`src/rtl/ethpipe_pkg.sv`:
```
// Shared definitions for the ethpipe RX slot path: slot word offsets,
// reader FSM states and the last-beat byte-enable helper.
package ethpipe_pkg;

  localparam int unsigned SLOT_TS_LO = 1;
  localparam int unsigned SLOT_TS_HI = 2;
  localparam int unsigned SLOT_HASH  = 3;
  localparam int unsigned SLOT_LEN   = 4;
  localparam int unsigned SLOT_DATA  = 5;

  typedef enum logic [2:0] {
    ST_IDLE,
    ST_HDR,
    ST_CHECK,
    ST_DATA,
    ST_RELEASE
  } rx_state_t;

  // Byte lanes valid in the final beat, given length modulo 4.
  function automatic logic [3:0] keep_from_rem(input logic [1:0] rem);
    logic [3:0] keep;
    case (rem)
      2'd1:    keep = 4'b0001;
      2'd2:    keep = 4'b0011;
      2'd3:    keep = 4'b0111;
      default: keep = 4'b1111;
    endcase
    return keep;
  endfunction

endpackage

```
`src/rtl/ethpipe_skid_buf.sv`:
```
// Two-entry valid/ready buffer carrying {tlast, tkeep, tdata} beats.
// The writer must use 'level' to avoid pushing into a full buffer; the
// head entry is held stable on the output until it is accepted.
module ethpipe_skid_buf #(
  parameter int W = 37
) (
  input  logic         clk,
  input  logic         rst_n,
  input  logic         in_valid,
  input  logic [W-1:0] in_data,
  output logic         out_valid,
  output logic [W-1:0] out_data,
  input  logic         out_ready,
  output logic [1:0]   level
);

  logic [W-1:0] entry0;
  logic [W-1:0] entry1;
  logic         wr_ptr;
  logic         rd_ptr;
  logic [1:0]   count;
  logic         push;
  logic         pop;

  assign out_valid = (count != 2'd0);
  assign out_data  = rd_ptr ? entry1 : entry0;
  assign level     = count;
  assign push      = in_valid && (count != 2'd2);
  assign pop       = out_valid && out_ready;

  // Storage, pointers and occupancy; entries clear on reset so outputs read zero.
  always_ff @(posedge clk or negedge rst_n) begin
    if (!rst_n) begin
      entry0 <= '0;
      entry1 <= '0;
      wr_ptr <= 1'b0;
      rd_ptr <= 1'b0;
      count  <= 2'd0;
    end else begin
      if (push) begin
        if (wr_ptr) entry1 <= in_data;
        else        entry0 <= in_data;
        wr_ptr <= ~wr_ptr;
      end
      if (pop) rd_ptr <= ~rd_ptr;
      case ({push, pop})
        2'b10:   count <= count + 2'd1;
        2'b01:   count <= count - 2'd1;
        default: count <= count;
      endcase
    end
  end

endmodule

```
`src/rtl/ethpipe_rx_slot_reader.sv`:
```
// Drains a completed GMII RX slot into a 32-bit valid/ready stream with
// timestamp/hash/length sideband, then hands the slot back to the receiver.
// Optional build macro ETHPIPE_RX_STRIP_FCS_EN removes the 4 FCS bytes.
module ethpipe_rx_slot_reader
  import ethpipe_pkg::*;
#(
  parameter int unsigned ADDR_W  = 11,
  parameter int unsigned MIN_LEN = 14
) (
  input  logic              pci_clk,
  input  logic              sys_rst_n,
  input  logic              slot_rx_complete,
  output logic              slot_rx_empty,
  output logic [ADDR_W-1:0] slot_rd_address,
  input  logic [31:0]       slot_rd_q,
  output logic [63:0]       rx_meta_ts,
  output logic [31:0]       rx_meta_hash,
  output logic [10:0]       rx_meta_len,
  output logic [31:0]       rx_tdata,
  output logic [3:0]        rx_tkeep,
  output logic              rx_tvalid,
  output logic              rx_tlast,
  input  logic              rx_tready,
  output logic [15:0]       rx_drop_cnt
);

  localparam int unsigned WCNT_W    = ADDR_W + 1;
  localparam int unsigned MAX_WORDS = (1 << ADDR_W) - SLOT_DATA;

  rx_state_t         state;
  rx_state_t         state_next;
  logic [2:0]        hdr_cnt;
  logic [WCNT_W-1:0] words_left;
  logic [3:0]        last_keep;
  logic              rd_valid_d;
  logic              rd_last_d;
  logic [3:0]        rd_keep_d;
  logic              start;
  logic              issue;
  logic              drop_frame;
  logic              stray;
  logic              beat_accept;
  logic              too_short;
  logic              clamp;
  logic [11:0]       words_raw;
  logic [1:0]        level;
  logic [2:0]        credit_used;
  logic [2:0]        credit_limit;
  logic [36:0]       buf_out;
  logic [16:0]       drop_sum;

  // Effective frame length after optional FCS removal.
  function automatic logic [10:0] eff_len(input logic [10:0] raw);
`ifdef ETHPIPE_RX_STRIP_FCS_EN
    return (raw < 11'd4) ? 11'd0 : raw - 11'd4;
`else
    return raw;
`endif
  endfunction

  assign words_raw    = ({1'b0, rx_meta_len} + 12'd3) >> 2;
  assign clamp        = ({20'd0, words_raw} > MAX_WORDS);
  assign too_short    = ({21'd0, rx_meta_len} < MIN_LEN) || (words_raw == 12'd0);
  assign beat_accept  = rx_tvalid && rx_tready;
  assign stray        = slot_rx_complete && (state != ST_IDLE);
  assign credit_used  = {1'b0, level} + {2'b00, rd_valid_d};
  assign credit_limit = 3'd1 + {2'b00, beat_accept};
  assign drop_sum     = {1'b0, rx_drop_cnt} + {16'd0, drop_frame} + {16'd0, stray};

  // State register.
  always_ff @(posedge pci_clk or negedge sys_rst_n) begin
    if (!sys_rst_n) state <= ST_IDLE;
    else            state <= state_next;
  end

  // Next-state and per-cycle control; reads are issued only while the
  // buffer plus the in-flight read leave room for the returning word.
  always_comb begin
    state_next = state;
    start      = 1'b0;
    issue      = 1'b0;
    drop_frame = 1'b0;
    case (state)
      ST_IDLE: begin
        if (slot_rx_complete) begin
          start      = 1'b1;
          state_next = ST_HDR;
        end
      end
      ST_HDR: begin
        if (hdr_cnt == 3'd4) state_next = ST_CHECK;
      end
      ST_CHECK: begin
        if (too_short) begin
          drop_frame = 1'b1;
          state_next = ST_RELEASE;
        end else begin
          state_next = ST_DATA;
        end
      end
      ST_DATA: begin
        issue = (words_left != '0) && (credit_used <= credit_limit);
        if (beat_accept && rx_tlast) state_next = ST_RELEASE;
      end
      ST_RELEASE: state_next = ST_IDLE;
      default:    state_next = ST_IDLE;
    endcase
  end

  // Header phase counter: address k+1 is presented when hdr_cnt==k.
  always_ff @(posedge pci_clk or negedge sys_rst_n) begin
    if (!sys_rst_n)           hdr_cnt <= 3'd0;
    else if (state == ST_HDR) hdr_cnt <= hdr_cnt + 3'd1;
    else                      hdr_cnt <= 3'd0;
  end

  // Read address: walks the header, parks on the first data word, then advances per issued read.
  always_ff @(posedge pci_clk or negedge sys_rst_n) begin
    if (!sys_rst_n)                                slot_rd_address <= '0;
    else if (start)                                slot_rd_address <= ADDR_W'(SLOT_TS_LO);
    else if ((state == ST_HDR) && (hdr_cnt < 3'd4)) slot_rd_address <= slot_rd_address + 1'b1;
    else if (issue)                                slot_rd_address <= slot_rd_address + 1'b1;
    else if (state == ST_RELEASE)                  slot_rd_address <= '0;
  end

  // Header capture, one cycle behind each header address.
  always_ff @(posedge pci_clk or negedge sys_rst_n) begin
    if (!sys_rst_n) begin
      rx_meta_ts   <= '0;
      rx_meta_hash <= '0;
      rx_meta_len  <= '0;
    end else if (state == ST_HDR) begin
      case (hdr_cnt)
        3'd1:    rx_meta_ts[31:0]  <= slot_rd_q;
        3'd2:    rx_meta_ts[63:32] <= slot_rd_q;
        3'd3:    rx_meta_hash      <= slot_rd_q;
        3'd4:    rx_meta_len       <= eff_len(slot_rd_q[10:0]);
        default: ;
      endcase
    end
  end

  // Remaining data words and last-beat byte enables, clamped to the slot end.
  always_ff @(posedge pci_clk or negedge sys_rst_n) begin
    if (!sys_rst_n) begin
      words_left <= '0;
      last_keep  <= 4'b0000;
    end else if (state == ST_CHECK) begin
      words_left <= clamp ? WCNT_W'(MAX_WORDS) : WCNT_W'(words_raw);
      last_keep  <= clamp ? 4'b1111 : keep_from_rem(rx_meta_len[1:0]);
    end else if (issue) begin
      words_left <= words_left - 1'b1;
    end
  end

  // Tags travelling alongside each read so they line up with the returned word.
  always_ff @(posedge pci_clk or negedge sys_rst_n) begin
    if (!sys_rst_n) begin
      rd_valid_d <= 1'b0;
      rd_last_d  <= 1'b0;
      rd_keep_d  <= 4'b0000;
    end else begin
      rd_valid_d <= issue;
      rd_last_d  <= issue && (words_left == WCNT_W'(1));
      rd_keep_d  <= (words_left == WCNT_W'(1)) ? last_keep : 4'b1111;
    end
  end

  // Slot ownership: taken when a frame starts, returned after the frame or drop.
  always_ff @(posedge pci_clk or negedge sys_rst_n) begin
    if (!sys_rst_n)               slot_rx_empty <= 1'b1;
    else if (start)               slot_rx_empty <= 1'b0;
    else if (state == ST_RELEASE) slot_rx_empty <= 1'b1;
  end

  // Saturating count of short frames and completion pulses seen while busy.
  always_ff @(posedge pci_clk or negedge sys_rst_n) begin
    if (!sys_rst_n)       rx_drop_cnt <= 16'd0;
    else if (drop_sum[16]) rx_drop_cnt <= 16'hFFFF;
    else                  rx_drop_cnt <= drop_sum[15:0];
  end

  ethpipe_skid_buf #(.W(37)) u_skid (
    .clk       (pci_clk),
    .rst_n     (sys_rst_n),
    .in_valid  (rd_valid_d),
    .in_data   ({rd_last_d, rd_keep_d, slot_rd_q}),
    .out_valid (rx_tvalid),
    .out_data  (buf_out),
    .out_ready (rx_tready),
    .level     (level)
  );

  assign rx_tlast = buf_out[36];
  assign rx_tkeep = buf_out[35:32];
  assign rx_tdata = buf_out[31:0];

endmodule

```
`config.mk`:
```
export PLATFORM = sky130hd
export DESIGN_NAME = ethpipe_rx_slot_reader
export DESIGN_NICKNAME = d
export VERILOG_FILES = /design/src/rtl/ethpipe_pkg.sv /design/src/rtl/ethpipe_skid_buf.sv /design/src/rtl/ethpipe_rx_slot_reader.sv
export SDC_FILE = /design/constraint.sdc
export NUM_CORES = 1
export LEC_CHECK = 0
export BUFFER_PORTS_ARGS = -buffer_cell sky130_fd_sc_hd__buf_4
export CAP_MARGIN = 20
export CORE_ASPECT_RATIO = 2
export CORE_MARGIN = 1
export CORE_UTILIZATION = 24
export CTS_BUF_LIST = sky130_fd_sc_hd__clkbuf_16
export DETAILED_ROUTE_END_ITERATION = 16
export GPL_TIMING_DRIVEN = 0
export SYNTH_ARGS = -nofsm -noshare
export SYNTH_HDL_FRONTEND = slang
export SYNTH_SLANG_ARGS = --single-unit
```
`constraint.sdc`:
```
create_clock -name pci_clk -period 6.4 [get_ports pci_clk]
set_input_delay 0.96 -clock pci_clk [delete_from_list [all_inputs] [get_ports pci_clk]]
set_output_delay 0.96 -clock pci_clk [all_outputs]
set_load 0.05 [all_outputs]
```
# Word-level counts from Yosys, hierarchy flattened
# Cells that the tools add are included.
[op_classes]
n_bitwise = 2
n_lt_le_gt_ge = 4
muxes = 26
add_sub_neg = 10
reduce_logical = 24
eq_ne = 18
[op_table]
columns = ["operator", "count"]
rows = [
  ["2-to-1 mux 11 bit", 5],
  ["2-to-1 mux 37 bit", 1],
  ["2-to-1 mux 12 bit", 2],
  ["adder 16 x 1 -> 17 bit", 1],
  ["adder 17 x 1 -> 17 bit", 1],
  ["2-to-1 mux 16 bit", 1],
  ["2-to-1 mux 3 bit", 5],
  ["adder 11 x 2 -> 12 bit, second input constant", 1],
  ["== test 12 x 1 -> 1 bit, second input constant", 1],
  ["== test 3 x 2 -> 1 bit, second input constant", 4],
  ["zero test 12 bit", 1],
  ["case mux 3 bit (4 select lines)", 1],
  ["case mux 4 bit (3 select lines)", 1],
  ["AND reduction 2 bit", 6],
  ["nonzero test 12 bit", 1],
  ["subtractor 12 x 1 -> 12 bit, second input constant", 1],
  ["adder 11 x 1 -> 11 bit, second input constant", 1],
  ["> comparator 10 x 11 -> 1 bit, second input constant", 1],
  ["< comparator 11 x 4 -> 1 bit, second input constant", 1],
  ["2-to-1 mux 4 bit", 2],
  ["!= test 2 bit, second input constant", 4],
  ["nonzero test 2 bit", 4],
  ["logical AND 1 bit", 7],
  ["2-to-1 mux 1 bit", 7],
  ["18 further kinds", 24],
]
[totals]
regBits = 241
elab_cells = 103
in_bits = 36

# Logic depth before layout (Yosys ltp)
# Gate-level depths: netlist (run 1).
[depth]
word_depth = 9
ltp_mapped = 12
ltp_nobuf = 10

# Cells and area by module
# Synthesis (run 1) repeated with hierarchy kept, for this count alone.
[hier_totals]
cells_unflattened = 767
hier_area_um2 = 10822.9
[by_module_without_submodules]
columns = ["module", "instances", "area_each_um2", "seq_area_each_um2", "cells_per_inst"]
rows = [
  ["ethpipe_rx_slot_reader", 1, 7115.6, 4080.2, 553],
  ["ethpipe_skid_buf", 1, 3707.3, 1951.9, 214],
]

# Worst setup path after synthesis (run 1)
# OpenSTA, ideal clock, no wires.
[synth_path]
kind = "register -> register"
start = "register state[1]"
end = "register rx_drop_cnt[10]"
path_buffers = 4
arrival_ps = 3015
slack_ps = 3317
stages_incl_launch_ff = 13
synth_period_minus_slack_ps = 3083
setup_time_ps = 68
cell_sequence = "dfrtp_1 clkbuf_1 buf_1 and2_1 clkbuf_1 nand2_1 fa_1 inv_1 ha_1 nand2_1 or4_1 clkbuf_1 nand2_1"
[synth_via]
elab_chain_len = 5
elab_cells_between_ends = 7
classes_between = "2 x add/sub; 1 x eq/ne; 2 x mux; 2 x reduce/logical"
[synth_rtl]
columns = ["element", "line", "rtl"]
rows = [
  ["start, declared", "ethpipe_rx_slot_reader.sv:30", "rx_state_t state;"],
  ["start signal, assigned", "ethpipe_rx_slot_reader.sv:73", "else state <= state_next;"],
  ["== test 3 x 2 -> 1 bit", "ethpipe_rx_slot_reader.sv:83", "case (state)"],
  ["2-to-1 mux 1 bit", "ethpipe_rx_slot_reader.sv:83", ""],
  ["adder 16 x 1 -> 17 bit", "ethpipe_rx_slot_reader.sv:68", "assign drop_sum = {1'b0, rx_drop_cnt} + {16'd0, drop_frame} + {16'd0, stray};"],
  ["adder 17 x 1 -> 17 bit *", "ethpipe_rx_slot_reader.sv:68", ""],
  ["2-to-1 mux 16 bit *", "ethpipe_rx_slot_reader.sv:179", "else if (drop_sum[16]) rx_drop_cnt <= 16'hFFFF;"],
  ["end signal, assigned", "ethpipe_rx_slot_reader.sv:180", "else rx_drop_cnt <= drop_sum[15:0];"],
  ["end, declared", "ethpipe_rx_slot_reader.sv:24", "output logic [15:0] rx_drop_cnt"],
]
# Mark *: on every way between the ends. The rest lies on a longest branch, timed or not.
# A chain may end at the register's enable or synchronous reset.

# Worst setup path after layout (run 1)
[layout_path]
start = "register state[1]"
end = "register rx_drop_cnt[2]"
# The elaborated chain is that of the path after synthesis.

==> key figures, run 1 <==
Floorplan
  – Row cnt: 108
  – Die area: 45150 sq um
  – Die Width: 150.7 um
  – Die height: 299.5 um
  – Core ar.: 43510 sq um
  – I/O pin count: 209
  – Starting Density: 24.41%

Logic synthesis
  – Synth area leader: dfrtp_1
  – Asr flop ratio synth: 100.0%
  – Mean Syn Cell Area: 13.13 sq um
  – Synth warnings: 0
  – Area contributors post-synth: dfrtp_1 (57%), mux2_2 (23%), nand2_1 (2.0%)
  – Area of the mapped netlist: 10620 sq um
  – Post-Synthesis Cells: 809
  – Post-synthesis sequential area ratio: 56.80%
  – Number of synthesized flops with an enable pin: 0
  – Top FF cell, synth: dfrtp_1
  – Flops & latches, synth: 241
  – Distinct cells, synth: 60
  – Share of the synthesized area in the top cell type: 56.55%
  – Syn nets: 863

CTS
  – Post-CTS Setup Bufs: 0
  – CTS H-tree depth: 1
  – CTS Root Cell: clkbuf_16
  – Cts repair resizes: 0
  – Worst skew pair latency: 0.55 ns
  – Cts bufs inserted: 25
  – Clock transition at path regs: 0.06 ns
  – CTS tree: yes
  – Maximum root-to-sink buffer count: 3
  – Clock sinks: 241
  – CTS Hold Bufs: 0

STA
  – FMAX: 266.7 MHz
  – Worst-Margin Slew: 0.9669 ns
  – Final slew viol count: 0
  – Layout Skew: 0.01775 ns
  – Worst hold slack: 0.2356 ns
  – Post-route setup TNS: 0 ns
  – Minimum clock period: 3.749 ns
  – Final Cycle Share: 58.58%
  – Slew margin rel.: 35.30%
  – Final setup violating endpoints: 0
  – Unrepaired setup endpoints after global routing: no
  – Final Hold Fails: 0

Cells and area
  – Commonest non-fill, non-tap cell in the layout: dfrtp_1
  – Most frequent cells in the layout: dfrtp_1 (240), mux2_2 (218), buf_4 (208)
  – Share of cells above drive strength 1: 46.43%
  – Area delta synth->final: 28.65%
  – Final #Nets: 1100
  – Filler Cells Inserted: 4414
  – Antenna diode count: 0
  – Footprint of the multi-input gates: 4328 sq um
  – FF/Latch Area: 6032 sq um

Global routing
  – Initial antenna violation count: 0
  – Largest net degree at the start of global routing: 117
  – Number of global-route vias before repair: 7831
  – First-pass GRT wire length: 46420 um
  – Tot GR Track Use: 13.36%
  – GRT overflow: 0

Drt
  – Top Metal Used: met4
  – Post-route ant nets: 0
  – Met2 WL: 16590 um
  – Remaining DRCs: 0
  – Length of the first detailed-routing pass in iterations: 4
  – DR WL/cell: 18.23 um
  – Met1 WL: 10540 um
  – Iteration-0 DRC count of the detailed router: 278
  – Vias/cell: 4.574
  – Routed vias: 7382
  – Met3 WL: 1357 um
  – Wirelength, routed: 29420 um

Placed design
  – RePlAce Congestion: 0.7898
  – HPWL Detailed: 21750 um
  – Port Buffer Count: 208

Run
  – Max Cap Viol: 0

Worst setup path
  – Crit Path Class: flop to flop
  – Critical path capture point type: flop
  – Critical path launch point type: flop
  – Crit Path Max Fanout: 10
  – Crit path DAT: 4.22 ns
  – Reg2reg path depth: 12
  – WP data required: 6.87 ns

Hold path
  – Min-delay worst type: input pin to async pin

Run status
  – Run status: finished clean
## cells by family (layout without fill, tap and decap cells)
group | count (synthesis) | count (layout) | synth area share [%]
buffers and inverters | 56 | 311 | 2.451
adders and majority gates | 18 | 18 | 2.262
DFF | 241 | 241 | 56.80
muxes | 220 | 220 | 23.30
AOI/OAI and AO/OA | 65 | 65 | 4.383
xor gates and xnor gates | 23 | 23 | 1.897
and+or+nand+nor | 186 | 186 | 8.907
## stage by stage
| step | util (%) | std cells | worst slack, ns | area [sq um] |
|---|---|---|---|---|
| after global placement | 29.58 | 1567 | 2.369 | 12870 |
| after detailed placement | 29.72 | 1569 | 2.613 | 12930 |
| after floorplan | - | 809 | 3.317 | 10620 |
| after CTS | 31.40 | 1614 | 2.575 | 13660 |
| final | 31.40 | 1614 | 2.651 | 13660 |
| after global routing | 31.40 | 1614 | 2.286 | 13660 |
## metal layers
layer,up-vias,track usage [%]
met3,40,2.100
met4,0,5.024
met1,3754,13.66
met2,202,26.22
met5,-,0
li1,3386,-
## sequential cells by signal, summed over array words and instances, names as in the netlist, 2 cells and up
| signal | count |
|---|---|
| hdr_cnt | 3 |
| last_keep | 4 |
| rd_keep_d | 4 |
| rx_drop_cnt | 16 |
| rx_meta_hash | 32 |
| rx_meta_len | 11 |
| rx_meta_ts | 64 |
| slot_rd_address | 11 |
| state | 3 |
| u_skid.entry0 | 37 |
| u_skid.entry1 | 37 |
| u_skid.level | 2 |
| words_left | 12 |
## critical path: stages, from the launching register on
cell      delay (ns)
dfrtp_1         0.32
clkbuf_1        0.35
buf_1           0.39
and2_1          0.23
clkbuf_1        0.40
nand2_1         0.14
fa_1            0.41
inv_1           0.07
ha_1            0.26
nand2_1         0.16
or4_1           0.61
clkbuf_1        0.25
nand2_1         0.11
## final timing paths
kind / end / startpoint / slack [ns]
max reg2reg: rx_drop_cnt[2] / state[1] / 2.65
min reg2reg: last_keep[2] / last_keep[2] / 0.48
min: rx_meta_ts[50] / sys_rst_n / 0.24
min in group pci_clk: last_keep[2] / last_keep[2] / 0.48
max in group asynchronous: slot_rd_address[4] / sys_rst_n / 4.79
max: rx_drop_cnt[2] / state[1] / 2.65
## synth_stat cells, types with 3 or more instances
library cell  number
xor2_1            10
a31oi_1            5
a311o_1            3
o211ai_1           7
xnor2_1           13
dfrtp_1          240
ha_1              16
buf_2             18
o21ai_0           19
nand3_1           20
nand4_1            7
and4_1             4
mux2_2           218
and3_1             6
or3_1              7
or4_1              6
clkbuf_1          13
nor2_1            28
nor4_1            10
a21oi_1            5
o41ai_1            4
inv_1             20
nor3_1            18
nand2_1           57
nand2b_1           8
nor3b_1            3
## cell type report
cell class | instances | area share [%]
clock buffers | 25 | 4.579
inverters | 21 | 0.5769
clock inverters | 20 | 0.7692
multi-input cells | 512 | 31.68
plain buffers | 35 | 1.328
flip-flops and latches | 241 | 44.15
repair buffers | 210 | 11.89
well taps | 550 | 5.037
Power of run 1 is not shown: default switching activity piles up to over one toggle a cycle in this logic, so the estimate is an artifact.
==> run 2: changes to the inputs <==
- clock period: 6.4 -> 3.4 ns (I/O delays scaled with it)
==> run 2 against run 1 <==
Net effect:
- wire length hardly changed
- die area stayed put
- first-iteration DRC count is 1.1% lower
- clock-buffer cell count stayed put
- clock skew is 0.00085 ns higher
- largest cell class unchanged
- register-to-register slack worse by 2.4 ns
- highest routed layer unchanged
- final cell count hardly changed
- critical path depth is 8 lower
- worst setup slack worse by 2.4 ns
- critical endpoint is now rx_tdata[31]
- non-clock buffer count is 1 lower
- cell area hardly changed
==> key figures, run 2 (synthesis gave the netlist of run 1 again) <==
Run status
  – Run status: finished clean (unchanged)

Run
  – Max Cap Viol: 0 (unchanged)

STA
  – Minimum clock period: 3.126 ns
  – Final Hold Fails: 0 (unchanged)
  – Worst-Margin Slew: 0.9512 ns (was 0.9669 ns)
  – Unrepaired setup endpoints after global routing: no (unchanged)
  – Final setup violating endpoints: 0 (unchanged)
  – Layout Skew: 0.01860 ns (was 0.01775 ns)
  – Final Cycle Share: 91.94%
  – Final slew viol count: 0 (unchanged)
  – Slew margin rel.: 36.00% (was 35.30%)
  – FMAX: 319.9 MHz

Worst setup path
  – Crit path DAT: 2.62 ns (was 4.22 ns)
  – Critical path capture point type: output pin (was flop)
  – Crit Path Max Fanout: 10 (unchanged)
  – Reg2reg path depth: 10 (was 12)
  – Crit path launch: u_skid.rd_ptr (was state[1])
  – Worst r2r src: state[1] (unchanged)
  – R2R Path End: rx_drop_cnt[1] (was rx_drop_cnt[2])
  – FF-to-FF setup slack: 0.29 ns (was 2.65 ns)
  – Critical path launch point type: flop (unchanged)
  – CP endpoint: rx_tdata[31] (was rx_drop_cnt[2])
  – WP data required: 2.89 ns (was 6.87 ns)
  – Crit Path Class: flop to output pin (was flop to flop)

Placed design
  – RePlAce Congestion: 0.7898 (unchanged)
  – Port Buffer Count: 208 (unchanged)
  – Placed cell area: 12930 sq um (unchanged)
  – HPWL Detailed: 21750 um (unchanged)

Floorplan
  – Die area: 45150 sq um (unchanged)
  – Die Width: 150.7 um (unchanged)
  – I/O pin count: 209 (unchanged)
  – Die height: 299.5 um (unchanged)
  – Row cnt: 108 (unchanged)
  – Starting Density: 24.41% (unchanged)
  – Core ar.: 43510 sq um (unchanged)

Drt
  – DR WL/cell: 18.24 um (was 18.23 um)
  – Wirelength, routed: 29410 um (was 29420 um)
  – Routed vias: 7376 (was 7382)
  – Iteration-0 DRC count of the detailed router: 275 (was 278)
  – Post-route ant nets: 0 (unchanged)
  – Remaining DRCs: 0 (unchanged)
  – Vias/cell: 4.573 (was 4.574)
  – Length of the first detailed-routing pass in iterations: 6 (was 4)

CTS
  – Clock sinks: 241 (unchanged)
  – CTS tree: yes (unchanged)
  – CTS H-tree depth: 1 (unchanged)
  – Cts bufs inserted: 25 (unchanged)
  – Maximum root-to-sink buffer count: 3 (unchanged)
  – CTS Root Cell: clkbuf_16 (unchanged)
  – Clock transition at path regs: 0.06 ns (about the same)
  – Worst skew pair latency: 0.55 ns (about the same)

Global routing
  – Initial antenna violation count: 0 (unchanged)
  – Tot GR Track Use: 13.35% (was 13.36%)
  – Largest net degree at the start of global routing: 117 (unchanged)
  – Number of global-route vias before repair: 7845 (was 7831)
  – GRT overflow: 0 (unchanged)
  – First-pass GRT wire length: 46400 um (was 46420 um)

Cells and area
  – Top reg by flops: rx_meta_ts (unchanged)
  – Post-route cell area: 13670 sq um (was 13660 sq um)
  – Commonest non-fill, non-tap cell in the layout: dfrtp_1 (unchanged)
  – Final #Nets: 1099 (was 1100)
  – Largest register FFs: 64 (unchanged)
  – Area delta synth->final: 28.71% (was 28.65%)
  – Largest regs: rx_meta_ts: 64 flops, u_skid.entry0: 37 flops, u_skid.entry1: 37 flops (unchanged)
  – Share of cells above drive strength 1: 46.75% (was 46.43%)
  – Most frequent cells in the layout: dfrtp_1 (239), mux2_2 (218), buf_4 (208) (was dfrtp_1 (240), mux2_2 (218), buf_4 (208))
  – Antenna diode count: 0 (unchanged)
  – Filler Cells Inserted: 4413 (was 4414)

Hold path
  – Min-delay worst type: input pin to flop (was input pin to async pin)
==> run 2: cell type report <==
type | instances | area [sq um] | area share [%]
multi-input combinational | 512 | 4328 | 31.66
clock inverter | 20 | 105.1 | 0.7689
timing repair buffer | 211 | 1634 | 11.95
inverter | 21 | 78.83 | 0.5767
sequential | 241 | 6033 | 44.14
tap | 550 | 688.2 | 5.034
buffer | 33 | 176.4 | 1.291
clock buffer | 25 | 625.6 | 4.577
==> run 2: worst min path at each step <==
stage                         to  slack [ns]  depth (start not counted)     startpoint
6_report       u_skid.entry1[17]        0.23                          2  slot_rd_q[17]
5_1_grt           rx_meta_ts[22]        0.22                          2  slot_rd_q[22]
4_1_cts        u_skid.entry1[26]        0.20                          2  slot_rd_q[26]
3_5_place_dp      rx_meta_ts[49]        0.36                          1      sys_rst_n
3_3_place_gp        last_keep[0]        0.44                          1   last_keep[0]
2_1_floorplan         hdr_cnt[0]        0.21                          0      sys_rst_n
==> run 2: metal layers <==
layer	vias to the layer above	part of all wire [%]	global-route usage (%)
met5	-	0	0
met4	0	3.3	5.119
met3	44	4.4	2.100
met2	179	56	26.18
met1	3764	36	13.64
li1	3389	-	-
==> run 2: what timing repair did <==
action,4_1_cts,5_1_grt
endpoints found under the setup margin,15,12
endpoints found under the hold margin,22,0
hold buffers,1,0
setup buffers,0,0
resized for setup,2,2
==> run 2: metrics by stage <==
stage                     util [%]  std cells  hold slack, ns  TNS [ns]  setup WS, ns
after floorplan                  -        809          0.2144         0        0.3172
after global placement       29.58       1567          0.4441    -33.90       -0.3612
after detailed placement     29.72       1569          0.3620    -4.131       -0.3869
after CTS                    31.42       1614          0.2045         0       0.06385
after global routing         31.42       1613          0.2171         0       0.03012
final                        31.42       1613          0.2336         0        0.2740
==> run 2: critical path, cell delays in order, from the launching register on <==
cell	delay, ns
dfrtp_1	0.35
clkbuf_1	0.51
clkbuf_1	0.60
mux2_2	0.42
buf_4	0.19
Power of run 2 is left out for the same reason.
==> run 3: changes to the inputs <==
- CELL_PAD_IN_SITES_DETAIL_PLACEMENT: default -> 2
- CELL_PAD_IN_SITES_GLOBAL_PLACEMENT: default -> 2
- PLACE_DENSITY: default -> 0.57
==> run 3 against run 2 <==
Net effect:
- sequential share of layout area is 0.57 points lower
- utilization is 0.41 points higher
- largest cell class unchanged
- via count is 2.9% higher
- critical path type unchanged
- first-iteration DRC count is 38% lower
==> key figures, run 3 (synthesis gave the netlist of run 1 again) <==
Run status
  – Run status: finished clean (unchanged)

Drt
  – Wirelength, routed: 35100 um (was 29410 um)
  – Post-route ant nets: 0 (unchanged)
  – Routed vias: 7587 (was 7376)
  – Iteration-0 DRC count of the detailed router: 170 (was 275)
  – DR WL/cell: 21.68 um (was 18.24 um)
  – Length of the first detailed-routing pass in iterations: 4 (was 6)
  – Vias/cell: 4.686 (was 4.573)
  – Remaining DRCs: 0 (unchanged)

Cells and area
  – Area delta synth->final: 30.41% (was 28.71%)
  – Footprint of the multi-input gates: 4342 sq um (was 4328 sq um)
  – Share of cells above drive strength 1: 47.61% (was 46.75%)
  – Commonest non-fill, non-tap cell in the layout: dfrtp_1 (unchanged)
  – Final #Nets: 1103 (was 1099)
  – Antenna diode count: 0 (unchanged)
  – Largest regs: rx_meta_ts: 64 flops, u_skid.entry0: 37 flops, u_skid.entry1: 37 flops (unchanged)
  – Final Core Density: 31.83% (was 31.42%)
  – FF/Latch Area: 6033 sq um (unchanged)
  – Most frequent cells in the layout: dfrtp_1 (239), mux2_2 (218), buf_4 (210) (was dfrtp_1 (239), mux2_2 (218), buf_4 (208))
  – Filler Cells Inserted: 4652 (was 4413)
  – Largest register FFs: 64 (unchanged)
  – Top reg by flops: rx_meta_ts (unchanged)

STA
  – Post-route setup TNS: 0 ns (unchanged)
  – Final setup violating endpoints: 0 (unchanged)
  – Worst hold slack: 0.2271 ns (was 0.2336 ns)
  – Final Cycle Share: 93.46% (was 91.94%)
  – Final Hold Fails: 0 (unchanged)
  – Slew margin rel.: 46.22% (was 36.00%)
  – Unrepaired setup endpoints after global routing: no (unchanged)
  – Worst-Margin Slew: 0.7994 ns (was 0.9512 ns)
  – Layout Skew: 0.01913 ns (was 0.01860 ns)
  – Final slew viol count: 0 (unchanged)
  – FMAX: 314.7 MHz (was 319.9 MHz)
  – Minimum clock period: 3.178 ns (was 3.126 ns)

CTS
  – Clock sinks: 241 (unchanged)
  – Clock transition at path regs: 0.07 ns (was 0.06 ns)
  – CTS Root Cell: clkbuf_16 (unchanged)
  – Maximum root-to-sink buffer count: 3 (unchanged)
  – Cts bufs inserted: 26 (was 25)
  – CTS tree: yes (unchanged)
  – CTS H-tree depth: 1 (unchanged)
  – Worst skew pair latency: 0.56 ns (was 0.55 ns)

Worst setup path
  – Reg2reg path depth: 11 (was 10)
  – R2R Path End: rx_drop_cnt[2] (was rx_drop_cnt[1])
  – CP max-delay cell: clkbuf_1 (unchanged)
  – Total stage count of the critical path: 4 (unchanged)
  – WP data required: 2.89 ns (about the same)
  – CP endpoint: rx_tdata[18] (was rx_tdata[31])
  – Crit path launch: u_skid.rd_ptr (unchanged)
  – Crit path DAT: 2.67 ns (was 2.62 ns)
  – WP buf/inv: 3 (unchanged)
  – CP top delay family: buffers and inverters (unchanged)
  – Worst r2r src: state[1] (unchanged)
  – Critical path launch point type: flop (unchanged)
  – FF-to-FF setup slack: 0.24 ns (was 0.29 ns)
  – Most frequent CP cell: clkbuf_1 (unchanged)
  – Crit Path Class: flop to output pin (unchanged)
  – Worst path cell trace: clkbuf_1, clkbuf_1, mux2_2, buf_4 (unchanged)
  – Crit Path Max Fanout: 10 (unchanged)
  – Max stage delay on crit path: 0.64 ns (was 0.60 ns)
  – Critical path capture point type: output pin (unchanged)

Floorplan
  – Row cnt: 108 (unchanged)
  – Die height: 299.5 um (unchanged)
  – Die Width: 150.7 um (unchanged)
  – Starting Density: 24.41% (unchanged)
  – Die area: 45150 sq um (unchanged)
  – I/O pin count: 209 (unchanged)
  – Core ar.: 43510 sq um (unchanged)

Global routing
  – GRT overflow: 0 (unchanged)
  – First-pass GRT wire length: 53300 um (was 46400 um)
  – Tot GR Track Use: 15.78% (was 13.35%)
  – Largest net degree at the start of global routing: 117 (unchanged)
  – Initial antenna violation count: 0 (unchanged)
  – Number of global-route vias before repair: 8475 (was 7845)

Placed design
  – HPWL Detailed: 26120 um (was 21750 um)
  – Port Buffer Count: 208 (unchanged)
  – RePlAce Congestion: 0.7380 (was 0.7898)

Hold path
  – Min-delay worst type: input pin to flop (unchanged)

Run
  – Max Cap Viol: 0 (unchanged)
[run 3: changes by cell type in the layout (fill, tap and decap cells not counted), sizes merged]
cell / change
buf: +3
bufinv: +4
clkbuf: +1
clkinvlp: +2
inv: -4
[run 3: how the worst min path moves through the flow]
stage	from	end	slack [ns]	depth (start not counted)
2_1_floorplan	sys_rst_n	hdr_cnt[0]	0.21	0
3_3_place_gp	last_keep[0]	last_keep[0]	0.44	1
3_5_place_dp	last_keep[0]	last_keep[0]	0.45	1
4_1_cts	slot_rd_q[14]	u_skid.entry1[14]	0.20	2
5_1_grt	slot_rd_q[17]	rx_meta_ts[17]	0.20	2
6_report	slot_rd_q[14]	rx_meta_hash[14]	0.23	2
[run 3: per-stage QoR]
stage,worst slack (ns),cells,cell area (sq um)
CTS,0.001175,1619,13840
floorplan,0.3172,809,10620
global route,0.03288,1619,13850
detailed placement,-0.7968,1571,12950
global placement,-0.7221,1567,12870
finish,0.2222,1619,13850
[run 3: what timing repair did]
| item | CTS | global route |
|---|---|---|
| hold buffers | 1 | 0 |
| setup buffers | 0 | 0 |
| gates resized for setup | 7 | 3 |
| hold endpoints to repair | 50 | 0 |
| setup endpoints to repair | 41 | 18 |
[run 3: worst register-to-register path: cells and delay by family, from the launching register on]
family / cells / cell delay (ns)
flops: 1 / 0.46
fa+ha+maj: 2 / 0.70
simple gates: 5 / 1.16
buf+inv: 4 / 0.79
[run 3: routing by layer]
| layer | wire (um) | GRT usage [%] | share of wire [%] | up-vias |
|---|---|---|---|---|
| met5 | 0 | 0 | 0 | - |
| met4 | 841 | 5.024 | 2.4 | 0 |
| met3 | 1479 | 2.283 | 4.2 | 45 |
| met2 | 20550 | 32.13 | 59 | 173 |
| met1 | 12230 | 15.62 | 35 | 3983 |
| li1 | - | - | - | 3386 |
[run 3: final cells by class]
cell class | instances | share of cell area (%)
multi-input combinational | 512 | 31.35
tap | 550 | 4.969
timing repair buffer | 213 | 11.91
sequential | 241 | 43.56
clock buffer | 26 | 4.698
inverter | 21 | 0.5692
clock inverter | 22 | 1.617
buffer | 34 | 1.328
Power of run 3 is left out for the same reason.
